## config.mk

```make
export PLATFORM = sky130hd
export DESIGN_NAME = unidade_controle_es_flat
export DESIGN_NICKNAME = d
export VERILOG_FILES = /design/src/rtl/catcore_ctrl_pkg.sv /design/src/rtl/unidade_controle_es_if.sv /design/src/rtl/sincronizador_enter.sv /design/src/rtl/unidade_controle_es.sv /design/src/flat_wrapper.sv
export SDC_FILE = /design/constraint.sdc
export NUM_CORES = 1
export LEC_CHECK = 0
export ABC_AREA = 1
export CORE_MARGIN = 2
export CORE_UTILIZATION = 50
export DETAILED_ROUTE_END_ITERATION = 8
export PLACE_DENSITY_LB_ADDON = 0.15
export SYNTH_ARGS = -nofsm -noshare
export SYNTH_HDL_FRONTEND = slang
export SYNTH_SLANG_ARGS = --single-unit
```

## constraint.sdc

```tcl
create_clock -name clock -period 1.9 [get_ports clock]
set_input_delay 0.19 -clock clock [delete_from_list [all_inputs] [get_ports clock]]
set_output_delay 0.19 -clock clock [all_outputs]
set_load 0.02 [all_outputs]
```

## src/rtl/catcore_ctrl_pkg.sv

```systemverilog
// catcore_ctrl_pkg: opcodes, ALU codes, mux selects and FSM states of the CatCORE control unit.
`default_nettype none
package catcore_ctrl_pkg;

  localparam logic [5:0] OP_NOP    = 6'b000000;
  localparam logic [5:0] OP_ADD    = 6'b100000;
  localparam logic [5:0] OP_SUB    = 6'b100001;
  localparam logic [5:0] OP_MULT   = 6'b101010;
  localparam logic [5:0] OP_DIV    = 6'b101011;
  localparam logic [5:0] OP_SMLEQ  = 6'b100100;
  localparam logic [5:0] OP_SML    = 6'b100101;
  localparam logic [5:0] OP_LGREQ  = 6'b100110;
  localparam logic [5:0] OP_LGR    = 6'b100111;
  localparam logic [5:0] OP_EQ     = 6'b101110;
  localparam logic [5:0] OP_MOV    = 6'b010100;
  localparam logic [5:0] OP_ADDI   = 6'b010000;
  localparam logic [5:0] OP_SUBI   = 6'b010001;
  localparam logic [5:0] OP_LW     = 6'b011111;
  localparam logic [5:0] OP_LWR    = 6'b011101;
  localparam logic [5:0] OP_SW     = 6'b011110;
  localparam logic [5:0] OP_SWR    = 6'b011100;
  localparam logic [5:0] OP_LOADI  = 6'b011001;
  localparam logic [5:0] OP_JUMP   = 6'b111111;
  localparam logic [5:0] OP_BNE    = 6'b010111;
  localparam logic [5:0] OP_JR     = 6'b011010;
  localparam logic [5:0] OP_JAL    = 6'b011000;
  localparam logic [5:0] OP_INPUT  = 6'b000111;
  localparam logic [5:0] OP_OUTPUT = 6'b111000;
  localparam logic [5:0] OP_HALT   = 6'b111110;

  localparam logic [3:0] ALU_ADD   = 4'b0000;
  localparam logic [3:0] ALU_SUB   = 4'b0001;
  localparam logic [3:0] ALU_MOV   = 4'b0100;
  localparam logic [3:0] ALU_SML   = 4'b0110;
  localparam logic [3:0] ALU_MULT  = 4'b1000;
  localparam logic [3:0] ALU_DIV   = 4'b1001;
  localparam logic [3:0] ALU_LGR   = 4'b1010;
  localparam logic [3:0] ALU_SMLEQ = 4'b1011;
  localparam logic [3:0] ALU_LGREQ = 4'b1100;
  localparam logic [3:0] ALU_EQ    = 4'b1101;

  localparam logic [2:0] PC_INC    = 3'b000;
  localparam logic [2:0] PC_BRANCH = 3'b010;
  localparam logic [2:0] PC_JUMP   = 3'b011;
  localparam logic [2:0] PC_REG    = 3'b100;

  localparam logic [1:0] WB_ALU    = 2'b00;
  localparam logic [1:0] WB_MEM    = 2'b01;
  localparam logic [1:0] WB_IMM    = 2'b10;
  localparam logic [1:0] WB_IN     = 2'b11;

  localparam logic [1:0] MN_STORE  = 2'b01;

  localparam logic [1:0] S_RUN      = 2'b00;
  localparam logic [1:0] S_WAIT_IN  = 2'b01;
  localparam logic [1:0] S_WAIT_OUT = 2'b10;
  localparam logic [1:0] S_HALTED   = 2'b11;

  typedef struct packed {
    logic [2:0] mux4;
    logic [1:0] mux3;
    logic [1:0] muxn;
    logic [3:0] alu;
    logic       mux2;
    logic       escrita_br;
    logic       d2;
    logic       escrita_mem;
    logic       opt;
    logic       jal;
    logic       halt;
  } ctrl_t;

  function automatic logic op_listed(input logic [5:0] op);
    return op inside {OP_NOP, OP_ADD, OP_SUB, OP_MULT, OP_DIV, OP_SMLEQ, OP_SML,
                      OP_LGREQ, OP_LGR, OP_EQ, OP_MOV, OP_ADDI, OP_SUBI, OP_LW,
                      OP_LWR, OP_SW, OP_SWR, OP_LOADI, OP_JUMP, OP_BNE, OP_JR,
                      OP_JAL, OP_INPUT, OP_OUTPUT, OP_HALT};
  endfunction

  // Run-state control word; the I/O and HALT opcodes are handled by the FSM.
  function automatic ctrl_t decode_op(input logic [5:0] op);
    ctrl_t c;
    c = '0;
    case (op)
      OP_ADD, OP_ADDI:          c.alu = ALU_ADD;
      OP_SUB, OP_SUBI, OP_BNE:  c.alu = ALU_SUB;
      OP_MULT:                  c.alu = ALU_MULT;
      OP_DIV:                   c.alu = ALU_DIV;
      OP_SMLEQ:                 c.alu = ALU_SMLEQ;
      OP_SML:                   c.alu = ALU_SML;
      OP_LGREQ:                 c.alu = ALU_LGREQ;
      OP_LGR:                   c.alu = ALU_LGR;
      OP_EQ:                    c.alu = ALU_EQ;
      OP_MOV, OP_JAL:           c.alu = ALU_MOV;
      default:                  c.alu = ALU_ADD;
    endcase
    if (op inside {OP_ADD, OP_SUB, OP_MULT, OP_DIV, OP_SMLEQ, OP_SML,
                   OP_LGREQ, OP_LGR, OP_EQ, OP_MOV}) begin
      c.escrita_br = 1'b1;
      c.d2         = 1'b1;
    end
    case (op)
      OP_ADDI, OP_SUBI: begin c.mux2 = 1'b1; c.escrita_br = 1'b1; end
      OP_LW:    begin c.mux3 = WB_MEM; c.mux2 = 1'b1; c.escrita_br = 1'b1; end
      OP_LWR:   begin c.mux3 = WB_MEM; c.d2 = 1'b1; c.escrita_br = 1'b1; end
      OP_SW:    begin c.muxn = MN_STORE; c.mux2 = 1'b1; c.escrita_mem = 1'b1; end
      OP_SWR:   begin c.muxn = MN_STORE; c.d2 = 1'b1; c.escrita_mem = 1'b1; end
      OP_LOADI: begin c.mux3 = WB_IMM; c.escrita_br = 1'b1; end
      OP_JUMP:  c.mux4 = PC_JUMP;
      OP_BNE:   c.mux4 = PC_BRANCH;
      OP_JR:    c.mux4 = PC_REG;
      OP_JAL:   begin c.mux4 = PC_JUMP; c.d2 = 1'b1; c.escrita_mem = 1'b1; c.jal = 1'b1; end
      default:  c.mux4 = PC_INC;
    endcase
    return c;
  endfunction

endpackage
`default_nettype wire

```

## src/rtl/unidade_controle_es_if.sv

```systemverilog
// unidade_controle_es_if: opcode/enter inputs and control-word outputs of the control unit.
`default_nettype none
interface unidade_controle_es_if #(
  parameter int OPCODE_W = 6,
  parameter int ALU_OP_W = 4
);
  logic [OPCODE_W-1:0] opcode;
  logic                enter;
  logic [2:0]          controle_MUX4;
  logic [1:0]          controle_MUX3;
  logic [1:0]          controle_MUXN;
  logic [ALU_OP_W-1:0] controle_ALU;
  logic                controle_MUX2;
  logic                controle_escrita_BR;
  logic                controle_D2_BR;
  logic                controle_escrita_memdados;
  logic                controle_OPT;
  logic                controleJAL;
  logic                HALT;
  logic [1:0]          estado;
`ifdef ILLEGAL_OP_TRAP_EN
  logic                trap;
`endif

  modport master (
    output opcode, enter,
    input  controle_MUX4, controle_MUX3, controle_MUXN, controle_ALU, controle_MUX2,
           controle_escrita_BR, controle_D2_BR, controle_escrita_memdados,
           controle_OPT, controleJAL, HALT, estado
`ifdef ILLEGAL_OP_TRAP_EN
           , trap
`endif
  );

  modport slave (
    input  opcode, enter,
    output controle_MUX4, controle_MUX3, controle_MUXN, controle_ALU, controle_MUX2,
           controle_escrita_BR, controle_D2_BR, controle_escrita_memdados,
           controle_OPT, controleJAL, HALT, estado
`ifdef ILLEGAL_OP_TRAP_EN
           , trap
`endif
  );
endinterface
`default_nettype wire

```

## src/rtl/sincronizador_enter.sv

```systemverilog
// sincronizador_enter: SYNC_STAGES-deep synchroniser for the enter button with a
// registered one-cycle rising-edge pulse (latency SYNC_STAGES+1 cycles).
`default_nettype none
module sincronizador_enter #(
  parameter int SYNC_STAGES = 2
) (
  input  logic clock,
  input  logic reset_n,
  input  logic enter,
  output logic enter_pulse
);
  // Extra top bit holds the previous synchronised level for edge detection.
  logic [SYNC_STAGES:0] sync_q;
  logic                 pulse_q;

  always_ff @(posedge clock or negedge reset_n) begin
    if (!reset_n) begin
      sync_q  <= '0;
      pulse_q <= 1'b0;
    end else begin
      sync_q  <= {sync_q[SYNC_STAGES-1:0], enter};
      pulse_q <= sync_q[SYNC_STAGES-1] & ~sync_q[SYNC_STAGES];
    end
  end

  assign enter_pulse = pulse_q;
endmodule
`default_nettype wire

```

## src/rtl/unidade_controle_es.sv

```systemverilog
// unidade_controle_es: CatCORE opcode decoder with an I/O/HALT stall FSM released by enter.
// Optional macro ILLEGAL_OP_TRAP_EN: unlisted opcodes halt and set a sticky trap flag.
`default_nettype none
module unidade_controle_es
  import catcore_ctrl_pkg::*;
#(
  parameter int OPCODE_W    = 6,
  parameter int ALU_OP_W    = 4,
  parameter int SYNC_STAGES = 2
) (
  input logic                  clock,
  input logic                  reset_n,
  unidade_controle_es_if.slave bus
);
  logic       enter_pulse;
  logic [1:0] estado_q, estado_d;
  logic       listed;
  logic [5:0] op6;
  ctrl_t      word;
`ifdef ILLEGAL_OP_TRAP_EN
  logic       trap_q, trap_d;
`endif

  sincronizador_enter #(.SYNC_STAGES(SYNC_STAGES)) u_sync (
    .clock       (clock),
    .reset_n     (reset_n),
    .enter       (bus.enter),
    .enter_pulse (enter_pulse)
  );

  assign op6    = bus.opcode[5:0];
  assign listed = ((bus.opcode >> 6) == OPCODE_W'(0)) && op_listed(op6);

  always_comb begin
    word     = '0;
    estado_d = estado_q;
`ifdef ILLEGAL_OP_TRAP_EN
    trap_d   = trap_q;
`endif
    case (estado_q)
      S_RUN: begin
        if (!listed) begin
`ifdef ILLEGAL_OP_TRAP_EN
          word.halt = 1'b1;
          estado_d  = S_HALTED;
          trap_d    = 1'b1;
`endif
        end else if (op6 == OP_INPUT) begin
          word.halt = 1'b1;
          estado_d  = S_WAIT_IN;
        end else if (op6 == OP_OUTPUT) begin
          word.halt = 1'b1;
          word.opt  = 1'b1;
          estado_d  = S_WAIT_OUT;
        end else if (op6 == OP_HALT) begin
          word.halt = 1'b1;
          estado_d  = S_HALTED;
        end else begin
          word = decode_op(op6);
        end
      end
      S_WAIT_IN: begin
        if (enter_pulse) begin
          word.mux3       = WB_IN;
          word.escrita_br = 1'b1;
          estado_d        = S_RUN;
        end else begin
          word.halt = 1'b1;
        end
      end
      S_WAIT_OUT: begin
        word.opt = 1'b1;
        if (enter_pulse) estado_d = S_RUN;
        else             word.halt = 1'b1;
      end
      default: begin
        if (enter_pulse) estado_d = S_RUN;
        else             word.halt = 1'b1;
      end
    endcase
    // Nothing decodes while reset is held, even though the state already reads S_RUN.
    if (!reset_n) word = '0;
  end

  always_ff @(posedge clock or negedge reset_n) begin
    if (!reset_n) begin
      estado_q <= S_RUN;
`ifdef ILLEGAL_OP_TRAP_EN
      trap_q   <= 1'b0;
`endif
    end else begin
      estado_q <= estado_d;
`ifdef ILLEGAL_OP_TRAP_EN
      trap_q   <= trap_d;
`endif
    end
  end

  assign bus.controle_MUX4             = word.mux4;
  assign bus.controle_MUX3             = word.mux3;
  assign bus.controle_MUXN             = word.muxn;
  assign bus.controle_ALU              = ALU_OP_W'(word.alu);
  assign bus.controle_MUX2             = word.mux2;
  assign bus.controle_escrita_BR       = word.escrita_br;
  assign bus.controle_D2_BR            = word.d2;
  assign bus.controle_escrita_memdados = word.escrita_mem;
  assign bus.controle_OPT              = word.opt;
  assign bus.controleJAL               = word.jal;
  assign bus.HALT                      = word.halt;
  assign bus.estado                    = estado_q;
`ifdef ILLEGAL_OP_TRAP_EN
  assign bus.trap                      = trap_q;
`endif
endmodule
`default_nettype wire

```

## src/flat_wrapper.sv

```systemverilog
// flat-port wrapper written by rule: the top's interface ports become plain ports
module unidade_controle_es_flat import catcore_ctrl_pkg::*;
#(
  parameter int OPCODE_W    = 6,
  parameter int ALU_OP_W    = 4,
  parameter int SYNC_STAGES = 2
)
  (clock, reset_n, bus_opcode, bus_enter, bus_controle_MUX4, bus_controle_MUX3, bus_controle_MUXN, bus_controle_ALU, bus_controle_MUX2, bus_controle_escrita_BR, bus_controle_D2_BR, bus_controle_escrita_memdados, bus_controle_OPT, bus_controleJAL, bus_HALT, bus_estado);
  unidade_controle_es_if #(.OPCODE_W(OPCODE_W), .ALU_OP_W(ALU_OP_W)) bus_i ();
  input logic clock;
  input logic reset_n;
  input wire logic [$bits(bus_i.opcode)-1:0] bus_opcode;
  input wire logic [$bits(bus_i.enter)-1:0] bus_enter;
  output wire logic [$bits(bus_i.controle_MUX4)-1:0] bus_controle_MUX4;
  output wire logic [$bits(bus_i.controle_MUX3)-1:0] bus_controle_MUX3;
  output wire logic [$bits(bus_i.controle_MUXN)-1:0] bus_controle_MUXN;
  output wire logic [$bits(bus_i.controle_ALU)-1:0] bus_controle_ALU;
  output wire logic [$bits(bus_i.controle_MUX2)-1:0] bus_controle_MUX2;
  output wire logic [$bits(bus_i.controle_escrita_BR)-1:0] bus_controle_escrita_BR;
  output wire logic [$bits(bus_i.controle_D2_BR)-1:0] bus_controle_D2_BR;
  output wire logic [$bits(bus_i.controle_escrita_memdados)-1:0] bus_controle_escrita_memdados;
  output wire logic [$bits(bus_i.controle_OPT)-1:0] bus_controle_OPT;
  output wire logic [$bits(bus_i.controleJAL)-1:0] bus_controleJAL;
  output wire logic [$bits(bus_i.HALT)-1:0] bus_HALT;
  output wire logic [$bits(bus_i.estado)-1:0] bus_estado;
  assign bus_i.opcode = bus_opcode;
  assign bus_i.enter = bus_enter;
  assign bus_controle_MUX4 = bus_i.controle_MUX4;
  assign bus_controle_MUX3 = bus_i.controle_MUX3;
  assign bus_controle_MUXN = bus_i.controle_MUXN;
  assign bus_controle_ALU = bus_i.controle_ALU;
  assign bus_controle_MUX2 = bus_i.controle_MUX2;
  assign bus_controle_escrita_BR = bus_i.controle_escrita_BR;
  assign bus_controle_D2_BR = bus_i.controle_D2_BR;
  assign bus_controle_escrita_memdados = bus_i.controle_escrita_memdados;
  assign bus_controle_OPT = bus_i.controle_OPT;
  assign bus_controleJAL = bus_i.controleJAL;
  assign bus_HALT = bus_i.HALT;
  assign bus_estado = bus_i.estado;
  unidade_controle_es #(.OPCODE_W(OPCODE_W), .ALU_OP_W(ALU_OP_W), .SYNC_STAGES(SYNC_STAGES)) u_core (.clock(clock), .reset_n(reset_n), .bus(bus_i));
endmodule
```

==> metrics.csv, run 1 <==
metric;value;unit
outcome;aborted with a tool error;
dpl ws;-916;ps
post-synthesis cell count;158;
clk root buf;clkbuf_4;
Area contributors post-synth;dfrtp_1 16%, nor2_1 13%, nand2_1 12%;
Clock Sinks;6;
Starting Density;53.2;%
I/O Buffers;27;
die extent in y;46.9;microns
CTS Buffer Depth;2;
post-synthesis register bit count;6;
YS warnings;0;
unique cell type count in the Yosys netlist;25;
chip width;46.9;microns
EDFF count, synth;0;
Post-synth top cells;31 x nor2_1, 30 x nand2_1, 22 x inv_1, 19 x nand3_1, 10 x a21oi_1;
post-CTS setup repair buffer count;2;
Post-Syn Nets;173;
Post-Syn Area;918;sq um
num rows;15;
CTS resizes;112;
syn avg cell area;5.81;sq um
top-area cell type share of the netlist area;16.3;%
Ports;29;
post-synthesis sequential area ratio;16.3;%
asr flop ratio synth;100;%
Synth area leader;dfrtp_1;
Err;[ERROR DPL-0033] detailed placement checks failed during check placement.;
hpwl dp;3220;microns
placed cell area;1560;sq um
gp weighted congestion;1.02;
Failed at;clock tree synthesis;
CTS H-tree depth;1;
hold buffer count at CTS;0;
top_reg_cell synth;dfrtp_1;
top-count cell post-synth;nor2_1;
CTS buffer count;3;
cells by family after synthesis:
family,Yosys count,synth area share [%]
DFF,6,16.3
and+or+nand+nor,96,48.0
buffers and inverters,25,12.3
other,1,0.408
AOI/OAI and AO/OA,24,14.9
adders and majority gates,6,8.17
metrics by stage:
stage,std cells,utilization [%]
2_1_floorplan,158,-
3_3_place_gp,256,90.2
3_5_place_dp,256,90.2
==> run 2, diff against run 1 <==
--- a/config.mk
+++ b/config.mk
@@ -6,9 +6,9 @@
 export NUM_CORES = 1
 export LEC_CHECK = 0
 export ABC_AREA = 1
-export CORE_MARGIN = 2
-export CORE_UTILIZATION = 50
+export CORE_AREA = 2 2 63 65
 export DETAILED_ROUTE_END_ITERATION = 8
+export DIE_AREA = 0 0 65 67
 export PLACE_DENSITY_LB_ADDON = 0.15
 export SYNTH_ARGS = -nofsm -noshare
 export SYNTH_HDL_FRONTEND = slang
==> run 2 against run 1 <==
The run now ends clean. Synthesized cell count stayed put. Area after synthesis did not move.
==> metrics.csv, run 2 <==
metric;value;unit
worst-path maximum fanout;6;
EDFF count, synth;0;
Synth area leader;dfrtp_1;
Final setup viols;0;
fin crit period;1810;ps
max-cap viol count;0;
drt initial violations;53;
hpwl dp;2780;microns
Layout area overhead;86.9;%
Area contributors post-synth;dfrtp_1 16%, nor2_1 13%, nand2_1 12%;
Post-Syn Nets;173;
CTS H-tree depth;1;
placed cell area;1570;sq um
CTS tree;done;
cell leakage power;0.887;nW
initial antenna violation count;0;
critical path class;in -> out;
worst r2r path cells;7;
post-synthesis cell count;158;
Routed wire per std cell;12.2;microns
num rows;22;
number of vias per cell;4.62;
R2R Setup Slk;540;ps
min-delay worst type;in -> async;
most frequent cells in the layout;53 x buf_4, 26 x nand2_1, 22 x nor2_1;
unique cell type count in the Yosys netlist;25;
highest clock rate;0.552;GHz
Final nets;253;
power share of the sequential group;18.1;%
period utilisation layout;95.4;%
Final Cell Area;1720;sq um
Fin. Hold Viols;0;
Post-Syn Area;918;sq um
routed vias;1313;
YS warnings;0;
commonest non-fill, non-tap cell in the layout;buf_4;
TritonRoute pass-1 iters;4;
CTS Buffer Depth;2;
Clock Sinks;6;
Worst Path Required;1710;ps
placed cell count;277;
antenna viol nets, final;0;
total power;0.000944;W
Crit. End Element;output port;
asr flop ratio synth;100;%
Non-Filler Instances;284;
ANT cells;0;
P_int;0.000565;W
setup TNS;0;ps
CP arrival;1620;ps
top_reg_cell synth;dfrtp_1;
clock insertion delay at the later pin of the skew report;220;ps
clk root buf;clkbuf_8;
RR Startpoint;u_core.bus.estado[1]$_DFFE_PN0P_;
die extent in y;67;microns
first-pass GRT wire length;5610;microns
worst reg2reg path endpoint;u_core.bus.estado[1]$_DFFE_PN0P_;
share of layout cells above drive strength 1;44.9;%
Post-synth top cells;31 x nor2_1, 30 x nand2_1, 22 x inv_1, 19 x nand3_1, 10 x a21oi_1;
top-area cell type share of the netlist area;16.3;%
register with the most flip-flops;u_core.u_sync.sync_q;
critical path launch point type;primary input;
Clk network pwr share;20.0;%
RSZ-0062 raised after global routing;no;
hold buffer count at CTS;0;
Core Box Area;3610;sq um
post-synthesis sequential area ratio;16.3;%
outcome;complete, no violations;
remaining global-route overflow;0;
I/O Buffers;27;
FILL cells;407;
gp weighted congestion;1.03;
top-count cell post-synth;nor2_1;
CTS buffer count;3;
vias in the first global route;1292;
clock skew;3.63;ps
Gate power share;61.9;%
pin count of the biggest net entering global routing;9;
peak supply drop;0.490;mV
Switch Pwr;0.000379;W
chip width;65;microns
post-synthesis register bit count;6;
syn avg cell area;5.81;sq um
GRT Util Overall;16.5;%
Max Slew Vio Count;0;
# DRC;0;
PwrDens;550;nW/um^2
Routed WL;3450;microns
max reg flops;3;
Net Sw Frac;40.2;%
full die area;4360;sq um
Starting Density;25.5;%
Ports;29;
clock-pin transition on the worst setup and hold timing paths;40;ps
## run 2: cell counts after synthesis
No cell type changed its count.
## run 2: layer usage
| layer | vias up | global-route usage (%) | part of all wire, % |
|---|---|---|---|
| li1 | 670 | - | - |
| met1 | 606 | 21.3 | 45 |
| met2 | 35 | 29.3 | 49 |
| met5 | - | 0 | 0 |
| met4 | 0 | 2.93 | 0.99 |
| met3 | 2 | 2.36 | 4.8 |
## run 2: kinds of logic after synthesis
family | after synthesis | synth area share (%)
compound gates | 24 | 14.9
fa+ha+maj | 6 | 8.17
buf+inv | 25 | 12.3
flops | 6 | 16.3
other cells | 1 | 0.408
simple gates | 96 | 48.0
## run 2: worst max-delay path, stage by stage
cell           delay, ps
dlygate4sd2_1        270
buf_6                150
buf_4                140
nor3_2               180
nand2_1               80
nand3_1               90
nor2_2                60
nand3_2               90
nand2_4               80
nor2_1               120
buf_4                160
## run 2: power by group through the flow
stage               combinational (W)  sequential, W  clock (W)
global placement             0.000558       0.000170          0
floorplan                    0.000225       0.000205          0
global route                 0.000638       0.000174   0.000206
detailed placement           0.000561       0.000170          0
CTS                          0.000581       0.000168   0.000194
finish                       0.000584       0.000171   0.000188
## run 2: what timing repair did
item / 4_1_cts / 5_1_grt
buffers inserted: 3 / 0
gates cloned: 1 / 0
gates resized for setup: 102 / 16
pin swaps: 5 / 4
setup endpoints to repair: 17 / 12
## run 2: how the worst max path moves through the flow
stage	slack, ps	start	cells after the start	to
final	90	bus_opcode[3]	11	bus_controle_ALU[0]
after global routing	0.05	bus_opcode[3]	13	bus_controle_escrita_BR
after CTS	1	bus_opcode[1]	12	bus_controle_ALU[2]
after detailed placement	-890	bus_opcode[1]	12	bus_controle_ALU[2]
after global placement	-800	bus_opcode[0]	12	bus_controle_ALU[2]
after floorplan	110	u_core.bus.estado[1]$_DFFE_PN0P_	3	bus_controleJAL
## run 2: cell type report
cell class              instances  area [sq um]  area share, %
multi-input cells             127           791           46.1
repair buffers                 78           592           34.5
flip-flops and latches          6           150           8.75
inverters                      22          82.6           4.81
well taps                      48          60.1           3.50
clock buffers                   3          41.3           2.41
## run 2: through the flow
step	hold WS [ps]	utilization, %	setup WS [ps]
after global routing	297	47.6	0.0504
after detailed placement	347	43.6	-891
after global placement	342	43.6	-802
final	283	47.6	88.0
after CTS	286	47.7	0.978
after floorplan	-106	-	111
Note: power is estimated with default switching activity, not from simulation.
==> run 3, diff against run 2 <==
--- a/config.mk
+++ b/config.mk
@@ -5,7 +5,6 @@
 export SDC_FILE = /design/constraint.sdc
 export NUM_CORES = 1
 export LEC_CHECK = 0
-export ABC_AREA = 1
 export CORE_AREA = 2 2 63 65
 export DETAILED_ROUTE_END_ITERATION = 8
 export DIE_AREA = 0 0 65 67
==> run 3 against run 2 <==
The flow now finishes with violations (negative setup slack). Sequential share of layout area is 0.69 points lower. Clock power hardly changed. Clock-buffer cell count stayed put. Final cell count is 11% lower.
==> metrics.csv, run 3 <==
metric;value;unit
outcome;finished with violations;
failing checks;negative setup slack;
routed vias;1249;
chip width;65;microns
max reg flops;3;
slowest cell delay on critical path;430;ps
top-area cell type share of the netlist area;16.5;%
CTS tree;done;
Final nets;223;
share of layout cells above drive strength 1;56.3;%
final setup margin;-17.1;ps
cell leakage power;0.876;nW
unique cell type count in the Yosys netlist;46;
Final setup viols;1;
register with the most flip-flops;u_core.u_sync.sync_q;
Fin Hold WS;28.6;ps
post-synthesis cell count;120;
die extent in y;67;microns
number of vias per cell;4.92;
initial antenna violation count;0;
GRT Util Overall;17.5;%
commonest non-fill, non-tap cell in the layout;buf_4;
Fin. Hold Viols;0;
remaining global-route overflow;0;
CP arrival;1730;ps
Area contributors post-synth;dfrtp_1 17%, ha_1 8.3%, nand2b_1 4.1%;
Post-Syn Nets;135;
critical path class;reg -> out;
Max Slew Vio Count;0;
EDFF count, synth;0;
syn avg cell area;7.57;sq um
TritonRoute pass-1 iters;4;
Layout area overhead;105;%
Clock Sinks;6;
CTS H-tree depth;1;
top_reg_cell synth;dfrtp_1;
ANT cells;0;
clock-pin transition on the worst setup and hold timing paths;40;ps
post-synthesis sequential area ratio;16.5;%
hpwl dp;2610;microns
RSZ-0062 raised after global routing;yes;
most frequent cells in the layout;65 x buf_4, 11 x buf_6, 7 x nand2_1, 7 x nor2_1, 7 x buf_2;
Core Box Area;3610;sq um
Synth area leader;dfrtp_1;
vias in the first global route;1253;
num rows;22;
Worst Path Required;1710;ps
I/O Buffers;27;
clk root buf;clkbuf_8;
Ports;29;
max-cap viol count;0;
clock skew;3.04;ps
YS warnings;0;
critical path launch point type;register;
full die area;4360;sq um
PwrDens;387;nW/um^2
setup TNS;-17.1;ps
gp weighted congestion;0.836;
Crit. End Element;output port;
CTS buffer count;3;
Routed wire per std cell;14.7;microns
min-delay worst type;in -> async;
first-pass GRT wire length;5950;microns
CTS Buffer Depth;2;
post-synthesis register bit count;6;
Starting Density;25.2;%
peak supply drop;0.427;mV
antenna viol nets, final;0;
pin count of the biggest net entering global routing;10;
drt initial violations;46;
Post-Syn Area;908;sq um
FILL cells;346;
clock insertion delay at the later pin of the skew report;220;ps
highest clock rate;0.522;GHz
asr flop ratio synth;100;%
Crit-path slowest cell;or3b_4;
# DRC;0;
Routed WL;3730;microns
Post-synth top cells;8 x nand2_1, 8 x nor2_1, 7 x buf_2, 7 x nor3_1;
worst-path maximum fanout;3;
cells along the critical path;or3b_4 -> buf_6 -> or2_1 -> nor3_2 -> buf_4;
fin crit period;1920;ps
period utilisation layout;101;%
-- run 3: changes by cell type after synthesis, moves of 3 or more --
cell and change:
nand2_1 -22, and3_1 +4, nand2b_1 +6, nor2_2 -3
a21oi_1 -4, nor2b_1 +4, buf_2 +7, nor2_1 -23
mux2i_1 +3, inv_1 -16, a211oi_1 -3, nand3_1 -16
nor3_1 +4
-- run 3: final timing paths --
path                                                endpoint                               from  cells past startpoint  slack (ps)
min                         u_core.bus.estado[0]$_DFFE_PN0P_                            reset_n                      2          30
max                            bus_controle_escrita_memdados   u_core.bus.estado[1]$_DFFE_PN0P_                      5         -20
min reg2reg                u_core.u_sync.sync_q[1]$_DFF_PN0_  u_core.u_sync.sync_q[0]$_DFF_PN0_                      0         370
max in group asynchronous  u_core.u_sync.sync_q[1]$_DFF_PN0_                            reset_n                      2        1740
min in group clock         u_core.u_sync.sync_q[1]$_DFF_PN0_  u_core.u_sync.sync_q[0]$_DFF_PN0_                      0         370
max reg2reg                 u_core.bus.estado[0]$_DFFE_PN0P_   u_core.bus.estado[1]$_DFFE_PN0P_                      5         760
-- run 3: cell families after synthesis --
family          after synthesis  share of synthesized area, %
fa+ha+maj                     6                          8.26
xor+xnor                      1                         0.964
compound gates               33                          25.3
flops                         6                          16.5
buf+inv                      15                          7.99
other cells                   1                         0.413
mux                           4                          4.55
simple gates                 54                          36.0
-- run 3: cell type report --
type                    instances  area (sq um)  share of cell area [%]
flip-flops and latches          6           150                    8.05
well taps                      48          60.1                    3.22
inverters                       6          30.0                    1.61
repair buffers                 92           743                    39.9
clock buffers                   3          41.3                    2.21
multi-input cells              99           840                    45.0
-- run 3: per-stage QoR --
stage / cell area [sq um] / cells / utilization (%) / total power, W / setup slack [ps]
floorplan: 913 / 120 / - / 0.000293 / 20.6
detailed placement: 1560 / 235 / 43.3 / 0.000456 / -1010
global route: 1860 / 254 / 51.7 / 0.000764 / -84.3
global placement: 1560 / 235 / 43.3 / 0.000455 / -1020
CTS: 1750 / 247 / 48.5 / 0.000695 / -12.1
finish: 1860 / 254 / 51.7 / 0.000722 / -17.1
-- run 3: routing by layer --
metal  share of wire (%)  global-route usage, %  vias to the layer above
li1                    -                      -                      618
met1                  46                   23.9                      600
met2                  49                   29.8                       31
met3                 5.2                   2.20                        0
met4                   0                   3.19                        0
met5                   0                      0                        -
-- run 3: critical path: cells and delay by family, from the launching register on --
kind | cells | cell delay (ps)
DFF | 1 | 370
and+or+nand+nor | 3 | 830
buffers and inverters | 2 | 300
-- run 3: power by group --
part	leakage [nW]	internal, W	switching, W
Combinational	0.780	0.000200	0.000192
Sequential	0.0748	0.000137	0.00000480
Clock	0.0216	0.000136	0.0000518
-- run 3: timing repair --
| item | 4_1_cts | 5_1_grt |
|---|---|---|
| setup endpoints to repair | 17 | 15 |
| resized for setup | 128 | 23 |
| gates cloned | 2 | 0 |
| hold buffers | 0 | 0 |
| buffers inserted | 7 | 7 |
| pin swaps | 12 | 12 |
==> run 4, diff against run 3 <==
--- a/config.mk
+++ b/config.mk
@@ -6,6 +6,7 @@
 export NUM_CORES = 1
 export LEC_CHECK = 0
 export CORE_AREA = 2 2 63 65
+export CTS_CLUSTER_SIZE = 20
 export DETAILED_ROUTE_END_ITERATION = 8
 export DIE_AREA = 0 0 65 67
 export PLACE_DENSITY_LB_ADDON = 0.15
==> results of run 4 <==
Final layout, timing and power as in run 3 (identical DEF).
